[src/rtl/mem_port_arbiter_pkg.sv]
// Shared encodings and helpers for the IF/DM memory port arbiter.
package mem_port_arbiter_pkg;
   localparam int STARVE_W = 4;

   localparam logic [1:0] OWN_NONE = 2'b00;
   localparam logic [1:0] OWN_IF   = 2'b01;
   localparam logic [1:0] OWN_DM   = 2'b10;

   function automatic logic [15:0] sat_inc16(input logic [15:0] v);
      return (v == 16'hFFFF) ? v : v + 16'd1;
   endfunction
endpackage

[src/rtl/mem_port_arbiter_starve_cnt.sv]
// Saturating count of consecutive cycles fetch has been denied; flags when the limit is reached.
module arb_starve_cnt
   import mem_port_arbiter_pkg::*;
#(
   parameter int LIMIT = 4
) (
   input  logic clk,
   input  logic rst,
   input  logic inc,
   input  logic clr,
   output logic at_limit
);
   logic [STARVE_W-1:0] cnt;

   assign at_limit = (cnt == STARVE_W'(LIMIT));

   always_ff @(posedge clk) begin
      if (!rst)                   cnt <= '0;
      else if (clr)               cnt <= '0;
      else if (inc && !at_limit)  cnt <= cnt + 1'b1;
   end
endmodule

[src/rtl/mem_port_arbiter.sv]
// Shares one single-port memory between fetch and data access, tagging reads for return routing.
// Optional ARB_STATS_EN enables the saturating stall_if cycle counter on stat_if_stall.
module mem_port_arbiter
   import mem_port_arbiter_pkg::*;
#(
   parameter int AW           = 16,
   parameter int DW           = 16,
   parameter int STARVE_LIMIT = 4
) (
   input  logic          clk,
   input  logic          rst,
   input  logic          if_req,
   input  logic [AW-1:0] if_addr,
   output logic          if_gnt,
   output logic          if_rvalid,
   output logic [DW-1:0] if_rdata,
   input  logic          dm_req,
   input  logic          dm_we,
   input  logic [AW-1:0] dm_addr,
   input  logic [DW-1:0] dm_wdata,
   output logic          dm_gnt,
   output logic          dm_rvalid,
   output logic [DW-1:0] dm_rdata,
   output logic          mem_wen,
   output logic [AW-1:0] mem_addr,
   output logic [DW-1:0] mem_din,
   input  logic [DW-1:0] mem_dout,
   output logic          stall_if,
   output logic [15:0]   stat_if_stall
);
   logic       at_limit;
   logic [1:0] state, state_nxt;

   arb_starve_cnt #(.LIMIT(STARVE_LIMIT)) u_starve (
      .clk      (clk),
      .rst      (rst),
      .inc      (if_req & ~if_gnt),
      .clr      (if_gnt | ~if_req),
      .at_limit (at_limit)
   );

   // DM normally wins; a fetch that has waited STARVE_LIMIT cycles takes the port once.
   assign if_gnt   = rst & if_req & (~dm_req | at_limit);
   assign dm_gnt   = rst & dm_req & ~if_gnt;
   assign stall_if = rst & if_req & ~if_gnt;
   assign mem_wen  = dm_gnt & dm_we;

   always_comb begin
      mem_addr = '0;
      mem_din  = '0;
      if (if_gnt) begin
         mem_addr = if_addr;
      end else if (dm_gnt) begin
         mem_addr = dm_addr;
         mem_din  = dm_wdata;
      end
   end

   always_comb begin
      state_nxt = OWN_NONE;
      if (if_gnt)                state_nxt = OWN_IF;
      else if (dm_gnt && !dm_we) state_nxt = OWN_DM;
   end

   always_ff @(posedge clk) begin
      if (!rst) state <= OWN_NONE;
      else      state <= state_nxt;
   end

   // Gating with rst drops a read still in flight when reset arrives.
   assign if_rvalid = rst & (state == OWN_IF);
   assign dm_rvalid = rst & (state == OWN_DM);
   assign if_rdata  = if_rvalid ? mem_dout : '0;
   assign dm_rdata  = dm_rvalid ? mem_dout : '0;

`ifdef ARB_STATS_EN
   logic [15:0] stat_q;

   always_ff @(posedge clk) begin
      if (!rst)          stat_q <= '0;
      else if (stall_if) stat_q <= sat_inc16(stat_q);
   end

   assign stat_if_stall = stat_q;
`else
   assign stat_if_stall = '0;
`endif
endmodule

[config.mk]
export PLATFORM = sky130hd
export DESIGN_NAME = mem_port_arbiter
export DESIGN_NICKNAME = d
export VERILOG_FILES = /design/src/rtl/mem_port_arbiter_pkg.sv /design/src/rtl/mem_port_arbiter_starve_cnt.sv /design/src/rtl/mem_port_arbiter.sv
export SDC_FILE = /design/constraint.sdc
export NUM_CORES = 1
export LEC_CHECK = 0
export ABC_AREA = 1
export CORE_MARGIN = 10
export CORE_UTILIZATION = 25
export CTS_BUF_LIST = sky130_fd_sc_hd__clkbuf_8
export CTS_CLUSTER_SIZE = 24
export DETAILED_ROUTE_END_ITERATION = 8
export GPL_TIMING_DRIVEN = 0
export PLACE_DENSITY = 0.95
export SETUP_SLACK_MARGIN = 0.05
export SLEW_MARGIN = 5
export SYNTH_ARGS = -nofsm -noshare
export SYNTH_HDL_FRONTEND = slang
export SYNTH_SLANG_ARGS = --single-unit
[constraint.sdc]
create_clock -name clk -period 2.42 [get_ports clk]
set_clock_uncertainty 0.1 [all_clocks]
set_input_delay 0.242 -clock clk [delete_from_list [all_inputs] [get_ports clk]]
set_output_delay 0.242 -clock clk [all_outputs]
set_load 0.005 [all_outputs]
; ---- Word level (Yosys, flattened, before mapping)
; Cells that the tools add are included.
[word_totals]
regBits = 6
input_bits = 69
out_inout_bits = 86
wordCells = 36
[classes]
add_sub_neg = 1
n_eq_ne = 3
mux = 8
n_bitwise = 15
n_reduce_logical = 6
[op_table]
columns = operator, count
row1 = $mux 16, 6
row2 = $and 1x1->1, 9
row3 = $add 4x1->4 const B, 1
row4 = $eq 4x3->1 const B, 1
row5 = $not 1->1, 4
row6 = $reduce_or 2->1, 2
row7 = $eq 2x1->1 const B, 1
row8 = $eq 2x2->1 const B, 1
row9 = $logic_and 1x1->1, 2
row10 = $logic_not 1->1, 2
row11 = $mux 2, 1
row12 = $or 1x1->1, 2
row13 = $mux 1, 1

; ---- Depth between registers and ports, before layout
; Gate-level depths: netlist of the first run.
[depth]
depth_word = 8
ltp_mapped = 10
depth_no_buf = 9

; ---- By module
; A second synthesis of the first run with hierarchy kept.
[hier_totals]
hier_cells = 214
hier_area_um2 = 1112.3
[by_module_without_submodules]
columns = module, instances, cells_per_inst, area_per_inst_um2, seq_area_each_um2
row1 = mem_port_arbiter, 1, 177, 865.8, 40.0
row2 = arb_starve_cnt, 1, 37, 246.5, 80.1

; ---- Worst setup path after synthesis of the first run
; No wires, ideal clock.
[synth_path]
kind = reg-to-output
from = register u_starve.cnt[0]
to = output port mem_addr[10]
arrival_time_ns = 1.249
required_ns = 2.078
slack_ns = 0.829
path_stages_with_launch = 11
n_path_buf = 1
cell_sequence = dfxtp_1 inv_1 ha_1 nand3_2 nand2_2 nand2_4 nand2_8 inv_4 buf_6 nand2_1 nand2_1
[synth_between]
elab_chain_len = 7
[synth_lines]
columns = element, line
row1 = from (decl), mem_port_arbiter_starve_cnt.sv:13  ; logic [STARVE_W-1:0] cnt;
row2 = from (signal assigned), mem_port_arbiter_starve_cnt.sv:20  ; else if (inc && !at_limit) cnt <= cnt + 1'b1;
row3 = $eq 4x3->1, mem_port_arbiter_starve_cnt.sv:15  ; assign at_limit = (cnt == STARVE_W'(LIMIT));
row4 = $or 1x1->1, mem_port_arbiter.sv:43  ; assign if_gnt = rst & if_req & (~dm_req | at_limit);
row5 = $and 1x1->1, mem_port_arbiter.sv:43
row6 = $not 1->1, mem_port_arbiter.sv:44  ; assign dm_gnt = rst & dm_req & ~if_gnt;
row7 = $and 1x1->1, mem_port_arbiter.sv:44
row8 = via dm_gnt, mem_port_arbiter.sv:21  ; output logic dm_gnt,
row9 = $mux 16, mem_port_arbiter.sv:53  ; end else if (dm_gnt) begin
row10 = $mux 16, mem_port_arbiter.sv:51  ; if (if_gnt) begin
row11 = to (decl), mem_port_arbiter.sv:25  ; output logic [AW-1:0] mem_addr,
; The timed path passes the listed nets, and every way through them passes these cells.

; ---- Final worst setup path of the first run
[layout_path]
from = register u_starve.cnt[1]
to = output port mem_din[2]
[layout_between]
elab_chain_len = 7
[layout_lines]
columns = element, line
row1 = $eq 4x3->1 (*), mem_port_arbiter_starve_cnt.sv:15
row2 = $or 1x1->1 (*), mem_port_arbiter.sv:43
row3 = $and 1x1->1 (*), mem_port_arbiter.sv:43
row4 = $not 1->1, mem_port_arbiter.sv:44
row5 = $and 1x1->1, mem_port_arbiter.sv:44
row6 = $mux 16, mem_port_arbiter.sv:53
row7 = $mux 16 (*), mem_port_arbiter.sv:51
row8 = to (decl), mem_port_arbiter.sv:26  ; output logic [DW-1:0] mem_din,
; Mark *: on every way between the ends. The rest lies on a longest branch, timed or not.

==> results of run 1 <==
## report_power, final
part | internal (mW) | total, mW | switching (mW) | leakage, nW
registers | 0.102 | 0.104 | 0.00270 | 0.0500
clock network | 0.107 | 0.152 | 0.0453 | 0.0216
logic | 0.192 | 0.298 | 0.106 | 1.50
## flip-flops by register name, indices dropped and copies added (netlist names)
name          count
u_starve.cnt      4
state             2
## synthesized netlist by cell type
cell type,count,share of area (%)
nand2_4,1,1.1
clkbuf_8,1,1.4
inv_1,47,17
xnor2_1,1,0.87
nand4_1,2,1.2
inv_2,1,0.37
nand2_1,54,20
nand2_2,1,0.62
inv_4,1,0.62
nand3_2,1,0.99
nand3_1,3,1.5
nor2_1,54,20
buf_4,16,12
nand2_8,1,2.0
o21ai_0,1,0.49
nor3_2,1,0.99
conb_1,1,0.37
buf_6,1,1.1
dfxtp_1,6,12
a21oi_1,1,0.49
ha_1,2,2.5
o211ai_1,1,0.74
buf_2,2,0.99
clkbuf_1,1,0.37
## routing by layer
layer | GRT usage [%] | routed length (um) | vias up
met5 | 0 | 0 | -
li1 | - | - | 856
met3 | 7.81 | 709 | 8
met1 | 14.1 | 2010 | 726
met2 | 28.4 | 2950 | 103
met4 | 2.74 | 55 | 0
## kinds of logic after synthesis
logic type	share of synthesized area [%]
AO/OA/AOI/OAI	1.73
XOR/XNOR	0.866
adder cells (fa/ha/maj)	2.47
buffers and inverters	34.2
flip-flops	11.9
other	0.371
AND/OR/NAND/NOR	48.5
## area by class of cell
cell class              instances  area, um^2
inverters                      49         194
repair buffers                141        1430
plain buffers                  21         163
fillers                       331        1310
clock buffers                   3        41.3
flip-flops and latches          6         125
multi-input cells             141         621
well taps                      50        62.6
## worst max path at each step
stage	start	end	slack, ns
2_1_floorplan	u_starve.cnt[0]	mem_addr[10]	0.83
3_3_place_gp	rst	if_rdata[7]	-0.01
3_5_place_dp	rst	if_rdata[7]	-0.02
4_1_cts	u_starve.cnt[0]	mem_addr[11]	-0.03
5_1_grt	u_starve.cnt[1]	mem_din[1]	0.04
6_report	u_starve.cnt[1]	mem_din[2]	0.13
## worst min-delay path, stage by stage
cell,delay (ns)
dlymetal6s2s_1,0.16
nand2_1,0.09
nor2_1,0.07
o21ai_0,0.08
inv_1,0.04
## stage by stage
step | power (mW) | area (um^2) | setup TNS (ns)
floorplan | 0.202 | 1070 | 0
global placement | 0.399 | 2510 | -0.00954
detailed placement | 0.404 | 2510 | -0.0292
CTS | 0.554 | 2560 | -0.0559
global route | 0.592 | 2630 | 0
finish | 0.555 | 2630 | 0
## repair_timing
item,4_1_cts,5_1_grt
endpoints found under the setup margin,39,35
cloned,0,1
pin swaps,2,4
buffers inserted,2,1
resized for setup,22,17
hold endpoints to repair,0,0
==> metrics.md, run 1 <==
| Metric | Value |
|---|---|
| 1st-iter DRT viols | `34` |
| Post-place setup slack | `-0.0165 ns` |
| Reg-to-reg startpoint | `u_starve.cnt[0]` |
| Synth cell types | `24` |
| Hold buffers post-CTS | `0` |
| Post-Route WL | `5730 um` |
| Longest Clk Path Bufs | `2` |
| Power Dens Cells | `211 mW/mm^2` |
| Hold Path Origin | `rst` |
| DR DRC count | `0` |
| First-pass GRT wire length | `8890 um` |
| Final worst slack | `0.135 ns` |
| DP HPWL | `4940 um` |
| Crit-path cells | `inv_1 -> ha_2 -> nand3_2 -> nand2_2 -> nand2_4 -> buf_12 -> nand2_4 -> nor2_1 -> clkdlybuf4s50_1` |
| Final #Nets | `434` |
| Core region area | `0.00394 mm^2` |
| Critical Path Stages | `9` |
| Via-to-Cell Ratio | `4.12` |
| Register clock-pin slew on the reported worst setup and hold paths | `0.03 ns` |
| Yosys warnings | `0` |
| Cell mode on critical path | `nand2_4` |
| Max VDD drop | `0.000305 V` |
| Fin. Hold Viols | `0` |
| Hold slack final | `0.399 ns` |
| Vias | `1,693` |
| Post-Syn Instances | `201` |
| Max Fclk | `438 MHz` |
| Remaining antenna violation count | `0` |
| Worst path bufs/invs | `3` |
| LEAKAGE | `1.57 nW` |
| CTS H-tree depth | `1` |
| Clk_lat worst skew | `0.23 ns` |
| Critical path's top delay family | `buffers and inverters` |
| Cell row count | `23` |
| Boundary Pins | `155` |
| Max Cap Viol | `0` |
| Post-synthesis sequential area ratio | `11.9%` |
| Total placed cells including tap cells | `404` |
| CTS tree | `done` |
| Crit path DAT | `1.94 ns` |
| Most frequent cells in the layout | `111 x clkdlybuf4s50_1, 54 x nand2_1, 54 x nor2_1, 45 x inv_1, 19 x buf_4` |
| Final Max Tran Viols | `0` |
| Crit-path max FO | `5` |
| Largest net degree at the start of global routing | `11` |
| CP max-delay cell | `clkdlybuf4s50_1` |
| Area of the die | `0.00699 mm^2` |
| Mapped cell area | `0.00101 mm^2` |
| CTS Buf Count | `3` |
| CP Launch Type | `flip-flop` |
| Max incr delay on CP | `0.51 ns` |
| Final setup fails | `0` |
| Critical path class | `reg -> out` |
| Minimum clock period | `2.29 ns` |
| Fin cells | `411` |
| Area Growth Syn to Fin | `161%` |
| CP required | `2.08 ns` |
| FF-to-FF End | `state[1]` |
| Share of layout cells above drive strength 1 | `11.4%` |
| HP Class | `in -> reg` |
| DRT Pass-1 Iters | `4` |
| R2r setup slk | `1.03 ns` |
| CTS root buf | `clkbuf_8` |
| #FFs+latches synth | `6` |
| GRT overflow | `0` |
| Status | `completed` |
| Vias in the first global route | `1,803` |
| RSZ-0062 raised after global routing | `true` |
| R2r worst-path depth | `8` |
| Overall die width | `83.6 um` |
| Sink Count | `6` |
| Critical path capture point type | `output pin` |
| Die Ht | `83.6 um` |
| Initial antenna violation count | `0` |
| All-Layer GR Usage | `15.0%` |
| Part of the cycle the worst path needs | `94.4%` |
| # diodes | `0` |
| Commonest non-fill, non-tap cell in the layout | `clkdlybuf4s50_1` |
| Avg Cell Area, Syn | `5.03 um^2` |
| WHS Endpoint | `u_starve.cnt[1]` |
| Port buffer count | `138` |
| Starting density of the core | `25.6%` |
| RD Place Congestion | `0.794` |
| Avg WL per Cell | `13.9 um` |
| Final Core Density | `66.8%` |
| Worst Hold Depth | `5` |
Power figures use the tool's default switching activity.
==> inputs of run 2 (changes only) <==
--- a/config.mk
+++ b/config.mk
@@ -7,4 +7,5 @@
 export LEC_CHECK = 0
 export ABC_AREA = 1
+export CAP_MARGIN = 10
 export CORE_MARGIN = 10
 export CORE_UTILIZATION = 25
==> constraint.sdc (replaced) <==
create_clock -name clk -period 2.42 [get_ports clk]
set_clock_uncertainty 0.1 [all_clocks]
set_input_delay 0.242 -clock clk [delete_from_list [all_inputs] [get_ports clk]]
set_output_delay 0.242 -clock clk [all_outputs]
set_load 0.1 [all_outputs]
==> metrics.md, run 2 (synthesis gave the netlist of run 1 again) <==
| Metric | Value |
|---|---|
| RSZ-0062 raised after global routing | `true` |
| Boundary Pins | `155` |
| Flop pwr share | `11.1%` |
| Crit-path cells | `clkdlybuf4s50_1 -> inv_1 -> nor3_4 -> clkdlybuf4s15_1` |
| Worst path bufs/invs | `3` |
| Max reg flops | `4` |
| Sink Count | `6` |
| Regs by FF count | `u_starve.cnt (4), state (2)` |
| DP HPWL | `4980 um` |
| Crit-path max FO | `4` |
| Longest Clk Path Bufs | `2` |
| Final #Nets | `430` |
| HP Class | `reg -> reg` |
| Crit path DAT | `1.97 ns` |
| Vias in the first global route | `1,843` |
| 1st-iter DRT viols | `31` |
| Part of the cycle the worst path needs | `95.5%` |
| Post-Route WL | `5690 um` |
| Critical Path Stages | `4` |
| Max Fclk | `433 MHz` |
| Largest net degree at the start of global routing | `11` |
| Most frequent cells in the layout | `68 x clkdlybuf4s50_1, 54 x nand2_1, 45 x inv_1, 29 x nor2_1, 28 x buf_4` |
| Via-to-Cell Ratio | `4.13` |
| # diodes | `0` |
| Share of layout cells above drive strength 1 | `35.9%` |
| LEAKAGE | `1.43 nW` |
| Measured slew at the worst slew-check pin | `0.962 ns` |
| Avg WL per Cell | `14.0 um` |
| Total power | `946 uW` |
| Starting density of the core | `25.6%` |
| Vias | `1,679` |
| Postcts setup bufs | `0` |
| Slew headroom | `36.1%` |
| Initial antenna violation count | `0` |
| Final Max Tran Viols | `0` |
| RD Place Congestion | `0.820` |
| CP required | `2.08 ns` |
| Cell row count | `23` |
| First-pass GRT wire length | `9030 um` |
| Area Growth Syn to Fin | `157%` |
| Final Core Density | `65.8%` |
| Comb power frac | `73.4%` |
| Worst Hold Depth | `2` |
| Final setup fails | `0` |
| Register clock-pin slew on the reported worst setup and hold paths | `0.03 ns` |
| Power Dens Cells | `364 mW/mm^2` |
| Clock share of power | `15.5%` |
| Area of the multi-input gates | `751 um^2` |
| Biggest register | `u_starve.cnt` |
| Net switching power | `544 uW` |
| Status | `completed` |
| Area of the die | `0.00699 mm^2` |
| DRT Pass-1 Iters | `4` |
| Critical path's top delay family | `buffers and inverters` |
| All-Layer GR Usage | `15.4%` |
| Remaining antenna violation count | `0` |
| Critical path capture point type | `output pin` |
| CTS Buf Count | `3` |
| Minimum clock period | `2.31 ns` |
| Critical path class | `in -> out` |
| P_int | `401 uW` |
| Port buffer count | `138` |
| Die Ht | `83.6 um` |
| CP max-delay cell | `clkdlybuf4s15_1` |
| Core region area | `0.00394 mm^2` |
| Fin. Hold Viols | `0` |
| Register area | `121 um^2` |
| GRT overflow | `0` |
| CTS H-tree depth | `1` |
| DR DRC count | `0` |
| Max VDD drop | `0.000222 V` |
| CTS root buf | `clkbuf_8` |
| Clk_lat worst skew | `0.22 ns` |
| R2r worst-path depth | `7` |
| R2r setup slk | `1.06 ns` |
| Filler cell count | `343` |
| CP Launch Type | `input pin` |
| Hold slack final | `0.403 ns` |
| Overall die width | `83.6 um` |
| Max Cap Viol | `0` |
| CTS tree | `done` |
| Commonest non-fill, non-tap cell in the layout | `clkdlybuf4s50_1` |
| Max incr delay on CP | `0.86 ns` |
| Sw frac | `57.6%` |
[run 2: cell types whose count changed in the layout (fill, tap and decap cells not counted), moves of 3 or more]
cell             change
nor2_4              +16
dlygate4sd2_1       -15
buf_4                +9
clkdlybuf4s50_1     -43
dlymetal6s2s_1      -12
clkdlybuf4s15_2     +14
buf_6                +5
nor2_2               +9
nor2_1              -25
buf_8                +3
buf_2               +24
clkbuf_4            +10
[run 2: final timing paths]
check                  start              end
min          u_starve.cnt[3]  u_starve.cnt[3]
max                      rst        dm_rvalid
min reg2reg  u_starve.cnt[3]  u_starve.cnt[3]
max reg2reg  u_starve.cnt[0]  u_starve.cnt[3]
[run 2: power by group through the flow]
| stage | registers [mW] | clock network [mW] | logic, mW |
|---|---|---|---|
| after floorplan | 0.106 | 0 | 0.497 |
| after global placement | 0.106 | 0 | 0.694 |
| after detailed placement | 0.106 | 0 | 0.700 |
| after CTS | 0.105 | 0.148 | 0.682 |
| after global routing | 0.105 | 0.154 | 0.722 |
| final | 0.105 | 0.147 | 0.694 |
[run 2: routing by layer]
metal  global-route usage [%]  vias to the layer above  share of wire, %  wire [um]
met5                        0                        -                 0          0
met4                     3.81                        0               1.7         95
met3                     7.03                        8                12        670
met2                     29.3                       97                51       2910
met1                     14.4                      726                35       2020
li1                         -                      848                 -          -
[run 2: stage by stage]
step / worst slack (ns) / instances / instance area [um^2] / TNS [ns]
CTS: 0.0503 / 407 / 2580 / 0
detailed placement: -0.701 / 404 / 2680 / -33.27
global placement: -0.704 / 404 / 2680 / -32.52
global route: 0.0268 / 407 / 2590 / 0
floorplan: -0.294 / 216 / 1230 / -4.92
finish: 0.108 / 407 / 2590 / 0
[run 2: area by class of cell]
| cell class | count | share of cell area, % |
|---|---|---|
| Sequential cell | 6 | 4.68 |
| Timing Repair Buffer | 138 | 48.4 |
| Tap cell | 50 | 2.41 |
| Multi-Input combinational cell | 140 | 28.9 |
| Inverter | 49 | 7.28 |
| Clock buffer | 3 | 1.59 |
| Buffer | 21 | 6.75 |
[run 2: what timing repair did]
action / 4_1_cts / 5_1_grt
resized for setup: 312 / 59
hold buffers: 0 / 0
gates cloned: 0 / 0
hold endpoints to repair: 0 / 0
setup endpoints to repair: 70 / 37
[run 2: worst min-delay path, delay by kind of cell (launching register included)]
family / cells / cell delay, ns
AOI/OAI and AO/OA: 1 / 0.06
DFF: 1 / 0.32
and+or+nand+nor: 1 / 0.07
==> inputs of run 3 (changes only) <==
Settings changed: CAP_MARGIN 10 to 20.
==> results of run 3 <==
Same layout as run 2: the final DEF is identical, and so are final timing and power.
